--- src/rtl/systolic_pkg.sv ---
// Shared definitions for the weight-stationary array sequencer:
// job phases and the fixed pipeline offsets the edge timing depends on.
package systolic_pkg;

  typedef enum logic [2:0] {
    IDLE,
    LOAD_W,
    SWITCH,
    STREAM,
    DRAIN
  } state_e;

  // Buffer RAM read latency, and cycles from a row's switch to its first valid.
  localparam int unsigned RAM_LAT         = 1;
  localparam int unsigned SWITCH_TO_VALID = 1;

endpackage

--- src/rtl/skew_line.sv ---
// One-bit delay line with synchronous reset; DEPTH=0 is a plain wire.
// Used to stagger per-row edge control across the array rows.
module skew_line #(
  parameter int DEPTH = 1
) (
  input  logic clk_i,
  input  logic rst_i,
  input  logic d_i,
  output logic q_o
);

  if (DEPTH == 0) begin : g_wire
    // Row 0 needs no delay; clock and reset are deliberately left unused here.
    logic unused_clk_rst;
    assign unused_clk_rst = clk_i ^ rst_i;
    assign q_o = d_i;
  end else begin : g_shift
    logic [DEPTH-1:0] sr_q;

    always_ff @(posedge clk_i) begin
      if (rst_i) begin
        sr_q <= '0;
      end else begin
        sr_q <= DEPTH'({sr_q, d_i});
      end
    end

    assign q_o = sr_q[DEPTH-1];
  end

endmodule

--- src/rtl/systolic_ctrl.sv ---
// Sequences one weight-stationary job: weight preload, switch, skewed
// activation streaming and drain, with a start/busy/done host handshake.
module systolic_ctrl
  import systolic_pkg::*;
#(
  parameter int N      = 4,
  parameter int ADDR_W = 8,
  parameter int CNT_W  = 16
) (
  input  logic              clk,
  input  logic              rst,
  input  logic              start,
  input  logic [CNT_W-1:0]  num_vecs,
  output logic              busy,
  output logic              done,
  output logic              w_rd_en,
  output logic [ADDR_W-1:0] w_rd_addr,
  output logic              in_rd_en,
  output logic [ADDR_W-1:0] in_rd_addr,
  output logic              accept_w,
  output logic [N-1:0]      switch_row,
  output logic [N-1:0]      valid_row,
  output logic              pe_en
);

  // Two extra bits so the last job cycle 3N+M always fits.
  localparam int CW = CNT_W + 2;
  localparam logic [CW-1:0] N_C     = CW'(N);
  localparam logic [CW-1:0] THREE_N = CW'(3 * N);
  localparam logic [CW-1:0] ACC_LO  = CW'(RAM_LAT);
  localparam logic [CW-1:0] ACC_HI  = CW'(N + RAM_LAT);
  localparam logic [CW-1:0] SW_CYC  = N_C + CW'(1);
  localparam logic [CW-1:0] VAL_LO  = SW_CYC + CW'(SWITCH_TO_VALID);

  state_e            state_q, state_d;
  logic [CW-1:0]     cnt_q, cnt_d;
  logic [CNT_W-1:0]  m_q, m_d;
  logic [CW-1:0]     m_ext;
  logic [CW-1:0]     job_last;
  logic              active;

  logic              busy_q, busy_d;
  logic              done_q, done_d;
  logic              w_rd_en_q, w_rd_en_d;
  logic [ADDR_W-1:0] w_rd_addr_q, w_rd_addr_d;
  logic              in_rd_en_q, in_rd_en_d;
  logic [ADDR_W-1:0] in_rd_addr_q, in_rd_addr_d;
  logic              accept_w_q, accept_w_d;
  logic              sw_head_q, sw_head_d;
  logic              val_head_q, val_head_d;

  assign job_last = THREE_N + CW'(m_q);

  // Every output is computed for the cycle about to start, then registered.
  always_comb begin
    state_d      = state_q;
    cnt_d        = cnt_q;
    m_d          = m_q;
    active       = 1'b0;
    m_ext        = '0;
    busy_d       = 1'b0;
    done_d       = 1'b0;
    w_rd_en_d    = 1'b0;
    w_rd_addr_d  = '0;
    in_rd_en_d   = 1'b0;
    in_rd_addr_d = '0;
    accept_w_d   = 1'b0;
    sw_head_d    = 1'b0;
    val_head_d   = 1'b0;

    case (state_q)
      IDLE: begin
        if (start && (num_vecs != '0)) begin
          m_d    = num_vecs;
          cnt_d  = '0;
          active = 1'b1;
        end
      end
      default: begin
        if (cnt_q != job_last) begin
          cnt_d  = cnt_q + CW'(1);
          active = 1'b1;
        end
      end
    endcase

    m_ext = CW'(m_d);

    if (!active)                   state_d = IDLE;
    else if (cnt_d < N_C)          state_d = LOAD_W;
    else if (cnt_d == N_C)         state_d = SWITCH;
    else if (cnt_d <= N_C + m_ext) state_d = STREAM;
    else                           state_d = DRAIN;

    busy_d     = active;
    w_rd_en_d  = (state_d == LOAD_W);
    in_rd_en_d = (state_d == STREAM);
    if (w_rd_en_d)  w_rd_addr_d  = ADDR_W'(N_C - CW'(1) - cnt_d);
    if (in_rd_en_d) in_rd_addr_d = ADDR_W'(cnt_d - SW_CYC);
    // Weight data arrives one RAM latency after the read, spanning LOAD_W into SWITCH.
    accept_w_d = active && (cnt_d >= ACC_LO) && (cnt_d < ACC_HI);
    sw_head_d  = in_rd_en_d && (cnt_d == SW_CYC);
    val_head_d = active && (cnt_d >= VAL_LO) && (cnt_d < VAL_LO + m_ext);
    done_d     = (state_d == DRAIN) && (cnt_d == THREE_N + m_ext);
  end

  always_ff @(posedge clk) begin
    if (rst) begin
      state_q      <= IDLE;
      cnt_q        <= '0;
      m_q          <= '0;
      busy_q       <= 1'b0;
      done_q       <= 1'b0;
      w_rd_en_q    <= 1'b0;
      w_rd_addr_q  <= '0;
      in_rd_en_q   <= 1'b0;
      in_rd_addr_q <= '0;
      accept_w_q   <= 1'b0;
      sw_head_q    <= 1'b0;
      val_head_q   <= 1'b0;
    end else begin
      state_q      <= state_d;
      cnt_q        <= cnt_d;
      m_q          <= m_d;
      busy_q       <= busy_d;
      done_q       <= done_d;
      w_rd_en_q    <= w_rd_en_d;
      w_rd_addr_q  <= w_rd_addr_d;
      in_rd_en_q   <= in_rd_en_d;
      in_rd_addr_q <= in_rd_addr_d;
      accept_w_q   <= accept_w_d;
      sw_head_q    <= sw_head_d;
      val_head_q   <= val_head_d;
    end
  end

  // Row r sees the row-0 switch and valid pulses delayed by r cycles.
  for (genvar r = 0; r < N; r++) begin : g_row
    skew_line #(.DEPTH(r)) u_switch_skew (
      .clk_i (clk),
      .rst_i (rst),
      .d_i   (sw_head_q),
      .q_o   (switch_row[r])
    );
    skew_line #(.DEPTH(r)) u_valid_skew (
      .clk_i (clk),
      .rst_i (rst),
      .d_i   (val_head_q),
      .q_o   (valid_row[r])
    );
  end

  assign busy       = busy_q;
  assign pe_en      = busy_q;
  assign done       = done_q;
  assign w_rd_en    = w_rd_en_q;
  assign w_rd_addr  = w_rd_addr_q;
  assign in_rd_en   = in_rd_en_q;
  assign in_rd_addr = in_rd_addr_q;
  assign accept_w   = accept_w_q;

endmodule

--- config.mk ---
export PLATFORM = sky130hd
export DESIGN_NAME = systolic_ctrl
export DESIGN_NICKNAME = d
export VERILOG_FILES = /design/src/rtl/systolic_pkg.sv /design/src/rtl/skew_line.sv /design/src/rtl/systolic_ctrl.sv
export SDC_FILE = /design/constraint.sdc
export NUM_CORES = 1
export LEC_CHECK = 0
export BUFFER_PORTS_ARGS = -buffer_cell sky130_fd_sc_hd__buf_2
export CAP_MARGIN = 15
export CORE_MARGIN = 3
export CORE_UTILIZATION = 50
export CTS_CLUSTER_SIZE = 16
export DETAILED_ROUTE_END_ITERATION = 8
export MAX_ROUTING_LAYER = met4
export PLACE_DENSITY = 0.69
export SYNTH_ARGS = -nofsm -noshare
export SYNTH_HDL_FRONTEND = slang
export SYNTH_SLANG_ARGS = --single-unit
--- constraint.sdc ---
create_clock -name clk -period 16.9 [get_ports clk]
set_input_delay 5.07 -clock clk [delete_from_list [all_inputs] [get_ports clk]]
set_output_delay 5.07 -clock clk [all_outputs]
set_load 0.02 [all_outputs]
[Word-level counts from Yosys, hierarchy flattened]
Cells that the tools add are included.
Cells by class
  add/subtract/negate cells: 7
  multiply operators: 0
  div/mod/pow operators: 0
  $lt $le $gt $ge: 6
  equal/unequal tests: 7
  shift-type cells: 0
  multiplexer cells: 12
  bitwise gates (word level): 2
  reductions and logical operators: 11
Operators with widths (number)
  18-bit two-way mux: 3
  18-bit by 3-bit equality test with 1-bit output (second input constant): 2
  18-bit by 3-bit less-than comparator with 1-bit output (second input constant): 2
  3-bit by 16-bit adder with 17-bit output (first input constant): 2
  4-bit by 16-bit adder with 17-bit output (first input constant): 2
  16-bit two-way mux: 2
  18-bit by 1-bit adder with 18-bit output (second input constant): 1
  18-bit by 17-bit equality test with 1-bit output: 1
  18-bit by 1-bit greater-or-equal comparator with 1-bit output (second input constant): 1
  18-bit by 3-bit greater-or-equal comparator with 1-bit output (second input constant): 1
  18-bit by 17-bit <= comparator with 1-bit output: 1
  18-bit by 17-bit less-than comparator with 1-bit output: 1
  18-bit by 17-bit inequality test with 1-bit output: 1
  16-bit nonzero test: 1
  3-bit two-way mux: 4
  2-bit by 8-bit subtractor with 8-bit output (first input constant): 1
  8-bit by 3-bit subtractor with 8-bit output (second input constant): 1
  1-bit logical AND: 7
  2-bit OR reduction: 2
  3-bit by 1-bit equality test with 1-bit output (second input constant): 1
  3-bit by 2-bit equality test with 1-bit output (second input constant): 1
  3-bit equality test (second input constant): 1
  3-bit logical NOT: 1
  1-bit two-way mux: 3
  1-bit NOT: 2
Word-level totals
  register bits after elaboration: 72
  latch bits: 0
  bits in writable memories: 0
  ROM bits: 0
  input port bits: 19
  output and inout bits: 30
  memories: 0

[Longest topological paths before layout]
  word-level depth: 13
  depth in mapped cells: 23
  gate-level depth less buffers: 21

[Modules after synthesis]
From an unflattened synthesis, not the netlist that was laid out.
Unflattened totals
  cells, all modules: 673
  area, all modules: 5342.6 µm²
Modules (own cells, without submodules)
  systolic_ctrl: times used 1, cells an instance 647, area each 4997.3 µm²
  skew_line (g_row[3].u_switch_skew ...): times used 2, cells an instance 6, area each 78.8 µm²
  skew_line (g_row[2].u_switch_skew ...): times used 2, cells an instance 4, area each 52.6 µm²
  skew_line (g_row[1].u_switch_skew ...): times used 2, cells an instance 2, area each 33.8 µm²
  skew_line (g_row[0].u_switch_skew ...): times used 2, cells an instance 1, area each 7.5 µm²

[Worst setup path before layout]
OpenSTA, ideal clock, no wires.
  path type: input port to flip-flop
  start: input num_vecs[1]
  end: register in_rd_addr_q[5] (netlist: in_rd_addr[5])
  data arrival time: 9.371 ns
  data required time: 16.822 ns
  setup slack: 7.451 ns
  stages on the path: 20
  buffers on the path: 1
  cell sequence: or4_4 o41ai_4 o21ai_0 and2_1 clkbuf_1 or3_1 or2b_1 nor2_1 xor2_1 ha_1 a21o_1 a21o_1 a21o_1 a21o_1 a21oi_1 o21ai_0 a21boi_0 nand2_1 o21bai_4 nor3_1
On the way
  cells in the longest elaborated chain, start to end: 13
  elaborated cells between the ends (all ways): 20
  classes of those cells: add/sub: 2; order compare: 2; eq/ne: 2; mux: 10; bitwise: 1; reduce/logical: 3
Ends and longest elaborated chain
  start: declaration: RTL line systolic_ctrl.sv:13  | input logic [CNT_W-1:0] num_vecs,
  16-bit nonzero test: RTL line systolic_ctrl.sv:73  | if (start && (num_vecs != '0)) begin
  1-bit logical AND: RTL line systolic_ctrl.sv:73
  16-bit two-way mux: RTL line systolic_ctrl.sv:73
  16-bit two-way mux: RTL line systolic_ctrl.sv:71  | case (state_q)
  3-bit by 16-bit adder with 17-bit output: RTL line systolic_ctrl.sv:92  | else if (cnt_d <= N_C + m_ext) state_d = STREAM;
  18-bit by 17-bit <= comparator with 1-bit output: RTL line systolic_ctrl.sv:92
  3-bit two-way mux: RTL line systolic_ctrl.sv:92
  3-bit two-way mux: RTL line systolic_ctrl.sv:91  | else if (cnt_d == N_C) state_d = SWITCH;
  3-bit two-way mux: RTL line systolic_ctrl.sv:90  | else if (cnt_d < N_C) state_d = LOAD_W;
  3-bit two-way mux: RTL line systolic_ctrl.sv:89  | if (!active) state_d = IDLE;
  3-bit by 2-bit equality test with 1-bit output: RTL line systolic_ctrl.sv:97  | in_rd_en_d = (state_d == STREAM);
  1-bit NOT (no line)
  2-bit OR reduction (no line)
  end signal: assignment: RTL line systolic_ctrl.sv:130  | in_rd_addr_q <= in_rd_addr_d;
  end: declaration: RTL line systolic_ctrl.sv:47  | logic [ADDR_W-1:0] in_rd_addr_q, in_rd_addr_d;
Several ways; a longest one is shown, not always the timed one.
A chain may end at the register's enable or synchronous reset.

[Final worst setup path]
  start: input num_vecs[1]
  end: register val_head_q
On the way
  cells in the longest elaborated chain, start to end: 7
  elaborated cells between the ends (all ways): 13
  classes of those cells: add/sub: 1; order compare: 2; mux: 6; reduce/logical: 4
Ends and longest elaborated chain
  16-bit nonzero test: RTL line systolic_ctrl.sv:73
  1-bit logical AND: RTL line systolic_ctrl.sv:73
  16-bit two-way mux: RTL line systolic_ctrl.sv:73
  16-bit two-way mux: RTL line systolic_ctrl.sv:71
  named net m_d[3]: RTL line systolic_ctrl.sv:37  | logic [CNT_W-1:0] m_q, m_d;
  3-bit by 16-bit adder with 17-bit output: RTL line systolic_ctrl.sv:103  | val_head_d = active && (cnt_d >= VAL_LO) && (cnt_d < VAL_LO + m_ext);
  18-bit by 17-bit less-than comparator with 1-bit output: RTL line systolic_ctrl.sv:103
  1-bit logical AND: RTL line systolic_ctrl.sv:103
  end signal: assignment: RTL line systolic_ctrl.sv:133  | val_head_q <= val_head_d;
  end: declaration: RTL line systolic_ctrl.sv:50  | logic val_head_q, val_head_d;
The timed path passes the listed nets, and every way through them passes these cells.

==> qor.csv <==
stage,metric,value,unit
run_status,outcome,"complete, no violations",
critical_path,required,17110,ps
drt,routed.top_layer,met4,
clock_network,numCtsBuffers,9,
floorplanning,pin_count,49,
critical_path,start_kind,primary input,
drt,wl_met1,8.36,mm
critical_path,slowest_stage,o41ai_4,
yosys,syn_avg_cell_area,7.82,um2
sta,skew,12.1,ps
critical_path,r2r_start,m_q[2],
critical_path,cp-end-kind,flop,
yosys,ys_warn_count,0,
sta,slew_violations,0,
grt,grt_max_degree,42,
clock_network,cts.sinks,66,
sta,timing.fmax,0.0967,GHz
drt,routedWlPerCell,21.1,um
drt,drt_first_pass_iters,5,
floorplanning,die_h,113,um
yosys,ys_async_sr_fraction,0,%
floorplanning,core,11000,um2
clock_network,root_buffer,clkbuf_16,
critical_path,crit_top_cell,a21oi_1,
drt,viasPerCell,6.37,
clock_network,clk_path_buf_depth,2,
yosys,synth-seq-cells,66,
hold_path,hold_class,reg -> reg,
floorplanning,initial_utilization,52.0,%
job,cap_violations,0,
grt,overflow,0,
critical_path,path_max_fanout,27,
hold_path,hold_depth,1,
sta,tns,0,ps
hold_path,worstHoldEndpoint,g_row[3].u_valid_skew.g_shift.sr_q[2],
layout,final_area,6280,um2
hold_path,min_from,g_row[3].u_valid_skew.g_shift.sr_q[1],
critical_path,worstRegToRegCells,20,
yosys,syn_inst,730,
grt,antenna_found_initial,0,
floorplanning,fp.dieArea,12700,um2
placed_design,placed_cell_area,5980,um2
clock_network,htreeDepth,3,
clock_network,postCtsSetupBuffers,0,
placed_design,io_buffer_count,48,
yosys,synth_seq_area_share,23.1,%
clock_network,cts.hold.buffers_added,0,
drt,dr_wl_met3,1.65,mm
clock_network,worstSkewPairLatency,350,ps
sta,setup_viol,0,
clock_network,cts_resized,0,
layout,drive_above_1_share,13.2,%
critical_path,r2r-end,sw_head_q,
drt,vias,5726,
yosys,synth.distinct_cells,76,
drt,dr_wl_met2,8.30,mm
drt,drtAntennaViolNets,0,
critical_path,arrival,10560,ps
layout,syn_to_final_growth,10.0,%
clock_network,clkTransAtPathRegs,60,ps
critical_path,criticalPathCategory,in -> reg,
power_and_ir_drop,p_leak,2.63,nW
sta,min_period_over_period,61.2,%
layout,final_net_count,816,
yosys,synth_edf_count,0,
floorplanning,rows,38,
layout,diodes,0,
yosys,synthFlopType,dfxtp_1,
drt,drtIter0Drc,689,
critical_path,reg2reg_slack,11060,ps
sta,period_minus_slack,10340,ps
sta,slew_headroom,16.5,%
clock_network,tritoncts,yes,
floorplanning,fp.dieW,113,um
critical_path,crit_chain,buf_2 > or4_4 > o41ai_4 > nor2_2 > buf_4 > a21oi_1 > inv_1 > ha_1 > a21oi_1 > nor3_1 > xnor2_1 > ha_1 > a21o_1 > a21o_1 > a21oi_1 > nand2_1 > nand2_1 > a31oi_1 > o41ai_1 > o21ai_0 > nor3_1,
grt,grt_pass1_wl,29.9,mm
sta,final-hold-violation-count,0,
power_and_ir_drop,p_per_area,78.9,nW/um2
sta,worst_slew_pin_slew,1220,ps
grt,first_global_vias,5460,
critical_path,cpPeakStageDelay,720,ps
sta,rsz0062_at_grt,no,
placed_design,place_hpwl,14.6,mm
yosys,synth.cell_area,5710,um2
drt,routed_wl,19.0,mm
drt,remaining_drc_errors,0,
grt,track_usage,30.7,%
placed_design,gp_congestion,1.04,
power_and_ir_drop,ir_drop,0.0480,mV
-- synthesized netlist by cell type, types with 7 or more instances --
library cell	number	area share [%]
nand4_1	19	2.1
xnor2_1	46	7.1
a21o_1	18	2.4
nor3_1	24	2.1
nor4_1	16	1.8
nor2_1	71	4.7
dfxtp_1	66	23
nand3_1	31	2.7
or4_1	9	1.2
inv_1	28	1.8
buf_2	9	0.79
buf_4	9	1.2
and3_1	16	1.8
xor2_1	15	2.3
nor2b_1	18	2.0
nand2b_1	7	0.77
ha_1	43	9.4
nand2_1	61	4.0
o21ai_0	25	2.2
mux2i_1	14	2.5
and2_1	11	1.2
clkbuf_1	22	1.4
a21oi_1	29	2.5
or3_1	10	1.1
a31oi_1	9	0.99
-- logic make-up after synthesis --
kind of cell | Yosys count | synth area share, %
muxes | 19 | 3.83
AOI/OAI and AO/OA | 146 | 18.4
DFF | 66 | 23.1
adders and majority gates | 43 | 9.42
and+or+nand+nor | 318 | 30.0
other | 1 | 0.0657
xor gates and xnor gates | 61 | 9.35
buffers and inverters | 76 | 5.80
-- worst max-delay path: cells and delay by family --
kind                       cells  cell delay [ps]
xor gates and xnor gates       1              220
AOI/OAI and AO/OA              9             2860
buffers and inverters          3              580
and+or+nand+nor                6             1260
adders and majority gates      2              570
-- worst max-delay path by stage --
stage / from / endpoint / slack (ps) / cells past startpoint
CTS: num_vecs[1] / val_head_q / 6720 / 21
global route: num_vecs[1] / val_head_q / 6210 / 21
finish: num_vecs[1] / val_head_q / 6560 / 21
global placement: num_vecs[1] / val_head_q / 6480 / 21
detailed placement: num_vecs[1] / val_head_q / 6410 / 21
floorplan: num_vecs[1] / in_rd_addr[5] / 7450 / 20
-- layout make-up --
cell class,count,area (um2)
clock buffer,9,225
inverter,33,124
tap,140,175
multi-input combinational,589,4070
sequential,66,1320
fill,1005,4700
clock inverter,7,77.6
timing repair buffer,55,293
-- layout by cell type, fill, tap and decap left out, drive strengths merged, types with 10 or more instances in the layout --
master	instances
mux2i	15
nor2b	18
or4	14
dfxtp	66
and2	11
o21ai	29
nand4	20
xnor2	46
inv	31
nor2	72
ha	43
xor2	15
a21oi	30
nand3	31
and3	17
nor4	21
buf	55
a21o	18
or3	10
nand2	61
nor3	24
-- per-stage QoR --
stage | util (%) | total power [mW] | setup slack (ps) | hold WS, ps | std cells
after floorplan | - | 0.264 | 7450 | 439 | 731
after global routing | 57.2 | 0.517 | 6210 | 478 | 899
after global placement | 54.5 | 0.298 | 6480 | 438 | 883
after detailed placement | 54.5 | 0.300 | 6410 | 449 | 883
final | 57.2 | 0.496 | 6560 | 458 | 899
after CTS | 57.2 | 0.492 | 6720 | 462 | 899
-- per-layer routing --
| layer | up-vias | global-route usage (%) |
|---|---|---|
| met5 | - | - |
| met1 | 2666 | 42.3 |
| met4 | 0 | 12.3 |
| met2 | 304 | 44.2 |
| met3 | 55 | 6.04 |
| li1 | 2701 | - |
-- state kept, by name, summed over array words and instances (netlist names), 3 cells and up --
register and count:
w_rd_addr 8, g_row.u_switch_skew.g_shift.sr_q 3, state_q 3, g_row.u_valid_skew.g_shift.sr_q 3, in_rd_addr 8, cnt_q 18
m_q 16
-- report_power, final --
group	total, mW	internal, mW	switching (mW)
sequential	0.172	0.163	0.00860
combinational	0.129	0.0461	0.0830
clock	0.195	0.116	0.0793
total	0.496	0.325	0.171
Power figures use the tool's default switching activity.
